[src/rtl/miner_regfile.sv]
// rtl/miner_regfile.sv - regbus register bank for the mining core: job/control/status registers, core pulses, irq.
// Optional CYCLES/FOUNDLAT counters are built when MINER_REGFILE_TIMESTAMP_EN is defined.
module miner_regfile #(
    parameter int unsigned ADDR_W  = 8,
    parameter logic [31:0] CORE_ID = 32'h534D_0001
) (
    input  logic              clk_i,
    input  logic              rst_i,
    input  logic              addr_valid_i,
    input  logic              reg_write_i,
    input  logic [ADDR_W-1:0] reg_addr_i,
    input  logic [31:0]       reg_wdata_i,
    output logic              reg_ready_o,
    output logic [31:0]       reg_rdata_o,
    output logic              core_start_o,
    output logic              core_abort_o,
    output logic [255:0]      midstate_o,
    output logic [95:0]       data_tail_o,
    output logic [31:0]       nonce_start_o,
    output logic [31:0]       nonce_end_o,
    input  logic              core_busy_i,
    input  logic              core_found_i,
    input  logic [31:0]       core_nonce_i,
    input  logic              core_done_i,
    input  logic              core_hash_tick_i,
    output logic              irq_o
);

    localparam int unsigned WA_W = ADDR_W - 2;

    localparam logic [31:0] W_CTRL    = 32'd0;
    localparam logic [31:0] W_STATUS  = 32'd1;
    localparam logic [31:0] W_NSTART  = 32'd2;
    localparam logic [31:0] W_NEND    = 32'd3;
    localparam logic [31:0] W_GOLDEN  = 32'd4;
    localparam logic [31:0] W_HASHCNT = 32'd5;
    localparam logic [31:0] W_CYCLES  = 32'd6;
    localparam logic [31:0] W_FLAT    = 32'd7;
    localparam logic [31:0] W_MID0    = 32'd8;
    localparam logic [31:0] W_TAIL0   = 32'd16;
    localparam logic [31:0] W_ID      = 32'd31;

    typedef enum logic {
        S_IDLE,
        S_RESP
    } state_e;

    state_e            state_q, state_d;
    logic              write_q, write_d;
    logic [WA_W-1:0]   waddr_q, waddr_d;
    logic              irq_en_q, irq_en_d;
    logic              found_q, found_d;
    logic              done_q, done_d;
    logic              err_q, err_d;
    logic [31:0]       nonce_start_q, nonce_start_d;
    logic [31:0]       nonce_end_q, nonce_end_d;
    logic [31:0]       golden_q, golden_d;
    logic [31:0]       hashcnt_q, hashcnt_d;
    logic [7:0][31:0]  mid_q, mid_d;
    logic [2:0][31:0]  tail_q, tail_d;
    logic              start_q, start_d;
    logic              abort_q, abort_d;
    logic              irq_q, irq_d;

    logic              accept;
    logic              wr_en;
    logic [31:0]       wsel;
    logic [31:0]       rsel;
    logic              ctrl_wr;
    logic              stat_wr;
    logic              abort_req;
    logic              start_req;
    logic              start_bad;
    logic              start_ok;
    logic              start_err;
    logic [31:0]       rdata;
    logic              unused_addr_bits;

    assign unused_addr_bits = ^reg_addr_i[1:0];

    always_comb begin
        state_d = state_q;
        accept  = 1'b0;
        case (state_q)
            S_IDLE: begin
                if (addr_valid_i) begin
                    state_d = S_RESP;
                    accept  = 1'b1;
                end
            end
            S_RESP:  state_d = S_IDLE;
            default: state_d = S_IDLE;
        endcase
    end

    // Register writes land on the same edge that accepts the access.
    always_comb begin
        wr_en     = accept && reg_write_i;
        wsel      = 32'(reg_addr_i[ADDR_W-1:2]);
        ctrl_wr   = wr_en && (wsel == W_CTRL);
        stat_wr   = wr_en && (wsel == W_STATUS);
        abort_req = ctrl_wr && reg_wdata_i[1];
        start_req = ctrl_wr && reg_wdata_i[0] && !reg_wdata_i[1];
        start_bad = core_busy_i || (nonce_end_q < nonce_start_q);
        start_ok  = start_req && !start_bad;
        start_err = start_req && start_bad;

        write_d = accept ? reg_write_i : write_q;
        waddr_d = accept ? reg_addr_i[ADDR_W-1:2] : waddr_q;

        irq_en_d = ctrl_wr ? reg_wdata_i[2] : irq_en_q;

        // Hardware set beats both the W1C clear and the START clear.
        found_d = (found_q && !(stat_wr && reg_wdata_i[1]) && !start_ok) || core_found_i;
        done_d  = (done_q  && !(stat_wr && reg_wdata_i[2]) && !start_ok) || core_done_i;
        err_d   = (err_q   && !(stat_wr && reg_wdata_i[3])) || start_err;

        golden_d = core_found_i ? core_nonce_i : golden_q;

        hashcnt_d = hashcnt_q;
        if (start_ok) begin
            hashcnt_d = '0;
        end else if (core_hash_tick_i && (hashcnt_q != 32'hFFFF_FFFF)) begin
            hashcnt_d = hashcnt_q + 32'd1;
        end

        nonce_start_d = (wr_en && (wsel == W_NSTART)) ? reg_wdata_i : nonce_start_q;
        nonce_end_d   = (wr_en && (wsel == W_NEND))   ? reg_wdata_i : nonce_end_q;

        mid_d = mid_q;
        for (int i = 0; i < 8; i++) begin
            if (wr_en && (wsel == W_MID0 + 32'(i))) begin
                mid_d[i[2:0]] = reg_wdata_i;
            end
        end
        tail_d = tail_q;
        for (int i = 0; i < 3; i++) begin
            if (wr_en && (wsel == W_TAIL0 + 32'(i))) begin
                tail_d[i[1:0]] = reg_wdata_i;
            end
        end

        start_d = start_ok;
        abort_d = abort_req;
        irq_d   = irq_en_q && (found_q || done_q || err_q);
    end

`ifdef MINER_REGFILE_TIMESTAMP_EN
    logic [31:0] cycles_q, cycles_d;
    logic [31:0] flat_q, flat_d;
    logic        flat_run_q, flat_run_d;

    always_comb begin
        cycles_d   = cycles_q + 32'd1;
        flat_d     = flat_q;
        flat_run_d = flat_run_q;
        if (start_ok) begin
            flat_d     = '0;
            flat_run_d = 1'b1;
        end else if (flat_run_q) begin
            if (core_found_i || core_done_i) begin
                flat_run_d = 1'b0;
            end else begin
                flat_d = flat_q + 32'd1;
            end
        end
    end

    always_ff @(posedge clk_i or posedge rst_i) begin
        if (rst_i) begin
            cycles_q   <= '0;
            flat_q     <= '0;
            flat_run_q <= 1'b0;
        end else begin
            cycles_q   <= cycles_d;
            flat_q     <= flat_d;
            flat_run_q <= flat_run_d;
        end
    end
`endif

    always_comb begin
        rdata = '0;
        rsel  = 32'(waddr_q);
        if ((state_q == S_RESP) && !write_q) begin
            case (rsel)
                W_CTRL:      rdata = {29'd0, irq_en_q, 2'b00};
                W_STATUS:    rdata = {28'd0, err_q, done_q, found_q, core_busy_i};
                W_NSTART:    rdata = nonce_start_q;
                W_NEND:      rdata = nonce_end_q;
                W_GOLDEN:    rdata = golden_q;
                W_HASHCNT:   rdata = hashcnt_q;
`ifdef MINER_REGFILE_TIMESTAMP_EN
                W_CYCLES:    rdata = cycles_q;
                W_FLAT:      rdata = flat_q;
`endif
                W_TAIL0:     rdata = tail_q[0];
                W_TAIL0 + 1: rdata = tail_q[1];
                W_TAIL0 + 2: rdata = tail_q[2];
                W_ID:        rdata = CORE_ID;
                default: begin
                    if ((rsel >= W_MID0) && (rsel < W_MID0 + 32'd8)) begin
                        rdata = mid_q[rsel[2:0]];
                    end
                end
            endcase
        end
    end

    always_ff @(posedge clk_i or posedge rst_i) begin
        if (rst_i) begin
            state_q       <= S_IDLE;
            write_q       <= 1'b0;
            waddr_q       <= '0;
            irq_en_q      <= 1'b0;
            found_q       <= 1'b0;
            done_q        <= 1'b0;
            err_q         <= 1'b0;
            nonce_start_q <= '0;
            nonce_end_q   <= '0;
            golden_q      <= '0;
            hashcnt_q     <= '0;
            mid_q         <= '0;
            tail_q        <= '0;
            start_q       <= 1'b0;
            abort_q       <= 1'b0;
            irq_q         <= 1'b0;
        end else begin
            state_q       <= state_d;
            write_q       <= write_d;
            waddr_q       <= waddr_d;
            irq_en_q      <= irq_en_d;
            found_q       <= found_d;
            done_q        <= done_d;
            err_q         <= err_d;
            nonce_start_q <= nonce_start_d;
            nonce_end_q   <= nonce_end_d;
            golden_q      <= golden_d;
            hashcnt_q     <= hashcnt_d;
            mid_q         <= mid_d;
            tail_q        <= tail_d;
            start_q       <= start_d;
            abort_q       <= abort_d;
            irq_q         <= irq_d;
        end
    end

    assign reg_ready_o   = (state_q == S_RESP);
    assign reg_rdata_o   = rdata;
    assign core_start_o  = start_q;
    assign core_abort_o  = abort_q;
    assign midstate_o    = mid_q;
    assign data_tail_o   = tail_q;
    assign nonce_start_o = nonce_start_q;
    assign nonce_end_o   = nonce_end_q;
    assign irq_o         = irq_q;

endmodule

[config.mk]
export PLATFORM = sky130hd
export DESIGN_NAME = miner_regfile
export DESIGN_NICKNAME = d
export VERILOG_FILES = /design/src/rtl/miner_regfile.sv
export SDC_FILE = /design/constraint.sdc
export NUM_CORES = 1
export LEC_CHECK = 0
export ABC_AREA = 1
export BUFFER_PORTS_ARGS = -buffer_cell sky130_fd_sc_hd__buf_2
export CORE_ASPECT_RATIO = 0.7
export CORE_MARGIN = 2
export CORE_UTILIZATION = 50
export CTS_BUF_LIST = sky130_fd_sc_hd__clkbuf_8
export DETAILED_ROUTE_END_ITERATION = 8
export PLACE_DENSITY = 0.89
export SLEW_MARGIN = 20
export SYNTH_ARGS = -nofsm -noshare
export SYNTH_HDL_FRONTEND = slang
export SYNTH_SLANG_ARGS = --single-unit
[constraint.sdc]
create_clock -name clk_i -period 18.5 [get_ports clk_i]
set_input_delay 3.7 -clock clk_i [delete_from_list [all_inputs] [get_ports clk_i]]
set_output_delay 3.7 -clock clk_i [all_outputs]
set_load 0.03 [all_outputs]
======== Word-level counts from Yosys, hierarchy flattened ========
Index checks and enable logic that the tools add are counted.
word-level totals
  word-level logic and storage cells ...... 114
  register bits after elaboration ......... 495
operators by class
  bitwise operators ....................... 1
  $lt $le $gt $ge ......................... 4
  equality and inequality tests ........... 24
  muxes and demuxes ....................... 10
  reductions and logical operators ........ 49
  add/subtract/negate cells ............... 1
operators by type and width
  operator               count
  $pmux 32 s10           1
  $mux 32                5
  $bmux 32 s3            1
  $eq 6x4->1 const B     8
  $eq 6x5->1 const B     7
  $logic_and 1x1->1      33
  $add 32x1->32 const B  1
  $lt 32x32->1           1
  $ne 32x32->1 const B   1
  $eq 6x2->1 const B     4
  $eq 6x1->1 const B     2
  $eq 6x3->1 const B     2
  $logic_not 6->1        2
  $logic_not 1->1        7
  $ge 6x4->1 const B     1
  $logic_or 1x1->1       6
  $lt 6x5->1 const B     1
  $lt 3x4->1 const B     1
  $mux 1                 2
  $pmux 1 s2             1
  $reduce_bool 2->1      1
  $not 1->1              1

======== Logic depth before layout (Yosys ltp) ========
Gate-level depths: netlist of run 1.
  word-level depth ........................ 10
  depth in mapped cells ................... 16

======== Worst setup path before layout of run 1 ========
No wires, ideal clock.
  path type ............................... in2out
  start point ............................. input port core_busy_i
  end point ............................... output port reg_rdata_o[0]
  setup slack ............................. 10629 ps
  arrival time ............................ 4171 ps
  buffers on the path ..................... 0
  stages on the path ...................... 4
  path through ............................ inv_1 o211ai_1 nand2_1 inv_1
between the ends
  longest elaborated chain between the ends .. 2
RTL lines
  what                RTL line  RTL
  start: declaration  21        input logic core_busy_i,
  $pmux 32 s10        186       case (rsel)
  $mux 32             185       if ((state_q == S_RESP) && !write_q) begin
  end: declaration    14        output logic [31:0] reg_rdata_o,
Every way passes these cells.

======== Worst setup path after layout of run 1 ========
Same ends and word-level chain as after synthesis.

==> run summary, run 1 <==
setup repair after global routing missed its margin = false
share of layout cells above drive strength 1 = 0.224
synthesis-to-layout area growth = 20.1%
number of antenna violations at the first check in global routing = 1
DP Cell Count = 3,678
post-synthesis sequential element count = 495
TritonCTS clock tree = yes
post-synthesis instance area = 0.0228 mm^2
type of the setup path with the least slack = in -> out
share of the clock period used by the worst path = 0.439
number of global-route vias before repair = 21,400
number of post-CTS setup repair buffers = 0
most used cells in the layout excluding fill and tap cells = nand2_1 (749), buf_2 (529), o21ai_0 (497)
number of warnings issued by yosys = 0
area share of xor/xnor cells in the synthesized design = 0.00654
cts-stage hold buffer count = 0
Gates resized, CTS repair = 0
I/O pin count = 532
outcome = finished, final reports clean
root buf cell = clkbuf_8
Yosys top cell area share = 0.544
placer's final routability congestion estimate = 0.959
number of instances in the synthesized netlist = 2,696
Clk pin slew, worst setup/hold paths = 60 ps
detailed route wirelength on metal2 = 38.9 mm
overall die area = 0.0473 mm^2
wire length of the first global-routing pass = 132 mm
fraction of the mapped netlist area in adder cells = 0.0176
kind of end point of the critical path = output pin
Unique masters post-synth = 43
FF-to-FF setup slack = 15,460 ps
latest clock arrival within the worst-skew pair = 650 ps
most common library cell in the layout ignoring fill and taps = nand2_1
Clock Path Buffers = 3
multi-input combinational cell area = 0.00889 mm^2
worst hold path type = reg -> reg
average size of a mapped cell = 8.44 um^2
worst setup slack before clock tree synthesis = 10,410 ps
H-tree lvl count = 3
final setup slack of the worst path = 10,370 ps
worst IR drop on VDD = 0.0794 mV
sequential element share of the synthesized area = 0.544
simple logic cell fraction of the synthesized area = 0.171
detailed-route via count = 22,900
top routing layer in use = met4
data required time of the critical path = 14,800 ps
RR Startpoint = nonce_start_o[23]$_DFFE_PP0P_
mux contribution to synthesized area = 0
drt total wl = 88.5 mm
wire per inst = 23.2 um
gr usage total = 0.369
end of the worst register-to-register path = hashcnt_q[19]$_DFFE_PP0P_
Buffers on Ports = 529
area taken by flip-flops and latches = 0.0124 mm^2
core footprint = 0.0450 mm^2
Core Rows = 65
slew at the pin with the worst max-slew slack = 1130 ps
starting DRC count in detailed routing = 3,331
LEAKAGE = 14.5 nW
summed negative setup slack over all endpoints = 0 ps
maximum fanout along the worst path = 4
largest area contributor in the netlist = dfrtp_1
Die Y = 182 um
Final Max Tran Viols = 0
sum of net half-perimeters after detailed placement = 60.4 mm
top achievable clock speed = 123 MHz
filler instances = 3,819
placed instance area = 0.0257 mm^2
clock period minus worst slack = 8130 ps
largest family of logic cells by synthesized area = compound AO/OA/AOI/OAI gates
timing startpoint of the critical path = core_busy_i
cell area power density = 101 mW/mm^2
DRC Markers = 0
routed length on met1 = 33.0 mm
cell depth of the worst flop-to-flop path = 11
min-delay src = golden_q[0]$_DFFE_PP0P_
fraction of the mapped netlist area in compound gates = 0.194
Synth area leaders = dfrtp_1 (54%), nand2_1 (12%), o21ai_0 (11%), o22ai_1 (3.5%), inv_1 (3.3%)
routed vias/inst = 6.00
Congestion Overflow GR = 0
number of maximum-capacitance violations = 0
design area = 0.0273 mm^2
Initial Utilization = 0.506
Worst Clk Skew = 34.1 ps
number of clock sinks = 495
post-layout instance count excluding filler cells = 3,815
Finish-stage setup viols = 0
element type at the critical path start = input port
Hold Vio Cnt, Final = 0
arrival time at the worst endpoint = 4430 ps
CP endpoint = reg_rdata_o[0]
TritonCTS Buffers = 79
number of search-and-repair iterations in the first detailed-routing pass = 6
Chip Width = 259 um
net count of the mapped netlist = 2,808
fin nets = 3,268
maximum number of pins on one net before global-route repair = 166
worst relative slew slack = 0.242
Antenna Nets Post-Route = 0
met3 WL post-DR = 11.0 mm
-- cell type report --
type,instances,area share
well taps,603,0.0276
clock inverters,42,0.0109
diodes,1,0.0000916
repair buffers,561,0.106
flip-flops and latches,495,0.453
clock buffers,94,0.0474
multi-input cells,1810,0.326
inverters,209,0.0290
-- how the worst min path moves through the flow --
| stage | end | slack, ps | depth (start not counted) |
|---|---|---|---|
| after global placement | golden_q[11]$_DFFE_PP0P_ | 450 | 2 |
| final | golden_q[0]$_DFFE_PP0P_ | 480 | 2 |
| after floorplan | golden_q[0]$_DFFE_PP0P_ | 440 | 2 |
| after global routing | golden_q[21]$_DFFE_PP0P_ | 490 | 2 |
| after CTS | golden_q[11]$_DFFE_PP0P_ | 470 | 2 |
| after detailed placement | golden_q[11]$_DFFE_PP0P_ | 460 | 2 |
-- report_power, final --
part	switching [mW]	internal (mW)	leakage, nW	total (mW)
logic	0.423	0.151	6.93	0.574
clock network	0.459	0.507	0.917	0.966
registers	0.0733	1.16	6.64	1.23
total	0.956	1.82	14.5	2.77
-- synthesized netlist by cell type, drive strengths merged --
library cell	n
nand2	762
o21ai	535
dfrtp	495
inv	208
clkbuf	134
o22ai	126
nor2	96
nand3	63
a21oi	52
buf	48
ha	32
nand4	24
a22oi	21
a221oi	17
a31oi	16
xor2	15
nor3	13
o21a	7
a22o	6
o221ai	6
a211oi	4
o2111ai	4
o31a	3
nor4	2
o211ai	2
xnor2	2
a21boi	1
clkinv	1
nand3b	1
-- routing by layer --
metal,vias up,GRT usage
li1,9971,-
met1,10700,0.490
met2,1847,0.557
met3,385,0.0879
met4,0,0.208
met5,-,0
-- critical path, stage by stage --
cell and delay [ps]:
buf_2 80, inv_1 90, o211ai_1 210, nand2_1 100, inv_1 70, buf_2 180
-- sequential cells by signal, indices dropped and copies added (netlist names), 6 cells and up --
register       count
data_tail_o       96
nonce_start_o     32
hashcnt_q         32
waddr_q            6
midstate_o       256
nonce_end_o       32
golden_q          32
-- cells by family (layout without fill, tap and decap cells) --
group / after synthesis / after routing
compound gates: 800 / 800
simple gates: 961 / 961
buf+inv: 391 / 906
flops: 495 / 495
fa+ha+maj: 32 / 32
xor+xnor: 17 / 17
other cells: 0 / 1
-- through the flow --
step | power [mW] | hold WS (ps) | util
detailed placement | 1.81 | 461 | 0.572
finish | 2.77 | 478 | 0.607
CTS | 2.77 | 475 | 0.607
global route | 2.88 | 488 | 0.607
floorplan | 1.60 | 442 | -
global placement | 1.79 | 454 | 0.572
No activity file was read; power rests on OpenSTA's default activity.
==> inputs of run 2 (changes only) <==
Settings changed: ABC_AREA 1 to 0.
Clock period 18.5 ns to 6.7 ns, I/O delays scaled along.
==> run 2 against run 1 <==
  * First-iteration DRC count down 44%
  * Sequential share of layout area shrank 1.6 points
  * Area after synthesis rose by 3.6%
  * Sequential power grew to 2.8 times the previous value
  * Global-route usage is 3.1 points lower
  * Clock power rose to 2.7 times the previous value
  * Total power increased to 2.7 times the previous value
  * Sequential cell count stayed put
  * Die area is 3.5% higher
  * Count of clock-buffer cells in the layout up 7
  * Largest cell class unchanged
==> run summary, run 2 <==
number of global-route vias before repair = 19,000 (-12%)
cell with the most instances after synthesis = dfrtp_1
share of the clock period used by the worst path = 0.812
maximum fanout along the worst path = 37 (+33)
summed negative setup slack over all endpoints = 0 ps (unchanged)
worst hold-check slack = 507 ps (+29.5 ps)
wire length of the first global-routing pass = 123 mm (-6.9%)
Die Y = 186 um (+1.7%)
largest area contributor in the netlist = dfrtp_1
detailed-route via count = 18,800 (-18%)
cts-stage hold buffer count = 0 (unchanged)
placer's final routability congestion estimate = 0.942 (-1.9%)
I/O pin count = 532 (unchanged)
slew at the pin with the worst max-slew slack = 1180 ps (+45.2 ps)
Antenna Nets Post-Route = 0 (unchanged)
wire per inst = 28.3 um (+22%)
Worst Clk Skew = 20.3 ps (-13.8 ps)
Synth area leaders = dfrtp_1 (53%), mux2_2 (22%), mux4_2 (6.1%), mux2i_1 (2.6%), a21oi_1 (1.8%)
net switching component of the power = 2.47 mW (+160%)
most used cells in the layout excluding fill and tap cells = buf_2 (529), dfrtp_1 (492), mux2_2 (451)
cell area power density = 266 mW/mm^2 (+160%)
number of flops mapped to enable cells by yosys = 0 (unchanged)
number of post-CTS setup repair buffers = 0 (unchanged)
share of layout cells above drive strength 1 = 0.513 (+0.289)
number of clock sinks = 495 (unchanged)
worst hold path type = reg -> reg
latest clock arrival within the worst-skew pair = 670 ps (+20 ps)
fin nets = 2,418 (-26%)
Congestion Overflow GR = 0 (unchanged)
routed vias/inst = 6.30 (+4.9%)
maximum number of pins on one net before global-route repair = 181 (+9.0%)
Buffers on Ports = 529 (unchanged)
most common library cell in the layout ignoring fill and taps = buf_2
sum of net half-perimeters after detailed placement = 58.0 mm (-4.0%)
Clk pin slew, worst setup/hold paths = 60 ps (about the same)
outcome = finished, final reports clean
design area = 0.0283 mm^2 (+3.7%)
combinational share of power = 0.195 (-0.012)
Design Power = 7.54 mW (+170%)
gr usage total = 0.338 (-0.0305)
core footprint = 0.0465 mm^2 (+3.4%)
final setup slack of the worst path = 1260 ps (-9110 ps)
TritonCTS Buffers = 79 (unchanged)
setup repair after global routing missed its margin = false
Finish-stage setup viols = 0 (unchanged)
Unique masters post-synth = 54 (+26%)
number of maximum-capacitance violations = 0 (unchanged)
post-route core utilization = 0.609 (+0.00199)
net count of the mapped netlist = 1,924 (-31%)
sequential element share of the synthesized area = 0.525 (-0.0188)
commonest cells in the synthesized netlist = dfrtp_1 (495), mux2_2 (451), nand2_1 (101), clkbuf_1 (96)
Initial Utilization = 0.507 (+0.00100)
H-tree lvl count = 3 (unchanged)
sequential share of power = 0.456 (+0.012)
Gates resized, CTS repair = 0 (unchanged)
worst IR drop on VDD = 0.195 mV (+150%)
clock period minus worst slack = 5440 ps
root buf cell = clkbuf_8
post-synthesis sequential element count = 495 (unchanged)
share of flip-flops with an asynchronous set or reset after synthesis = 1.00 (unchanged)
Core Rows = 66 (+1.5%)
number of search-and-repair iterations in the first detailed-routing pass = 7 (+1)
data required time of the critical path = 5360 ps (-9440 ps)
Clock Path Buffers = 3 (unchanged)
overall die area = 0.0489 mm^2 (+3.5%)
TritonCTS clock tree = yes
DRC Markers = 0 (unchanged)
starting DRC count in detailed routing = 1,875 (-44%)
synthesis-to-layout area growth = 20.2%
number of instances in the synthesized netlist = 1,812 (-33%)
element type at the critical path start = register
number of warnings issued by yosys = 0 (unchanged)
LEAKAGE = 14.9 nW (+2.5%)
worst relative slew slack = 0.211 (-0.0308)
type of the setup path with the least slack = reg -> out
arrival time at the worst endpoint = 4100 ps (-330 ps)
top achievable clock speed = 184 MHz
Hold Vio Cnt, Final = 0 (unchanged)
relative contribution of the clock network to total power = 0.349 (about the same)
Int Pwr = 5.07 mW (+180%)
placed instance area = 0.0267 mm^2 (+3.9%)
post-layout instance count excluding filler cells = 2,987 (-22%)
Sw Share = 0.328 (-0.0168)
drt total wl = 84.4 mm (-4.6%)
Yosys top cell area share = 0.525 (-0.0188)
Chip Width = 264 um (+1.7%)
most used flip-flop cell after synthesis = dfrtp_1
kind of end point of the critical path = output pin
worst setup slack before clock tree synthesis = 2110 ps (-8300 ps)
number of antenna violations at the first check in global routing = 11 (+10)
DP Cell Count = 2,837 (-23%)
average size of a mapped cell = 13.0 um^2 (+54%)
post-synthesis instance area = 0.0236 mm^2 (+3.6%)
Final Max Tran Viols = 0 (unchanged)
max FFs per register = 256 (unchanged)
## run 2: cells by family (layout without fill, tap and decap cells)
group / Yosys count / count (layout) / synth area share
mux: 577 / 577 / 0.303
flops: 495 / 495 / 0.525
simple gates: 284 / 284 / 0.0562
compound gates: 212 / 212 / 0.0562
buf+inv: 182 / 735 / 0.0311
fa+ha+maj: 32 / 32 / 0.0170
xor+xnor: 30 / 30 / 0.0111
other cells: 0 / 10 / 0
## run 2: power by group through the flow
stage / clock (mW) / sequential, mW / combinational (mW)
floorplan: 0 / 3.73 / 0.660
global placement: 0 / 3.45 / 1.42
detailed placement: 0 / 3.48 / 1.45
CTS: 2.64 / 3.43 / 1.46
global route: 2.78 / 3.46 / 1.54
finish: 2.63 / 3.44 / 1.47
## run 2: path summary, 6_finish.rpt
check / startpoint / end / slack, ps / cells after the start
min reg2reg: golden_q[7]$_DFFE_PP0P_ / golden_q[7]$_DFFE_PP0P_ / 510 / 1
max: waddr_q[0]$_DFFE_PP0P_ / reg_rdata_o[27] / 1260 / 7
max in group asynchronous: rst_i / midstate_o[240]$_DFFE_PP0P_ / 4460 / 3
min: golden_q[7]$_DFFE_PP0P_ / golden_q[7]$_DFFE_PP0P_ / 510 / 1
max reg2reg: nonce_start_o[14]$_DFFE_PP0P_ / hashcnt_q[2]$_DFFE_PP0P_ / 3070 / 9
min in group asynchronous: rst_i / midstate_o[204]$_DFFE_PP0P_ / 800 / 2
## run 2: final cells by class
type                            count  area, um^2
Fill cell                        3482       18200
Sequential cell                   495       12400
Multi-Input combinational cell   1135       10500
Timing Repair Buffer              556        2880
Clock buffer                      101        1390
Tap cell                          612         766
Clock inverter                     39         193
Inverter                           39         150
Antenna cell                       10        25.0
## run 2: per-layer routing
layer / vias up / GRT usage / share of wire
met5: - / 0.00601 / 0.00091
met4: 8 / 0.168 / 0.051
met3: 302 / 0.126 / 0.12
met2: 1343 / 0.508 / 0.45
met1: 9526 / 0.433 / 0.38
li1: 7633 / - / -
## run 2: worst max-delay path, stage by stage (launching register included)
cell and delay [ps]:
dfrtp_4 840, inv_1 290, nor2_4 950, a21oi_1 160, o22ai_1 370, a221oi_1 180
a21oi_1 300, buf_2 280
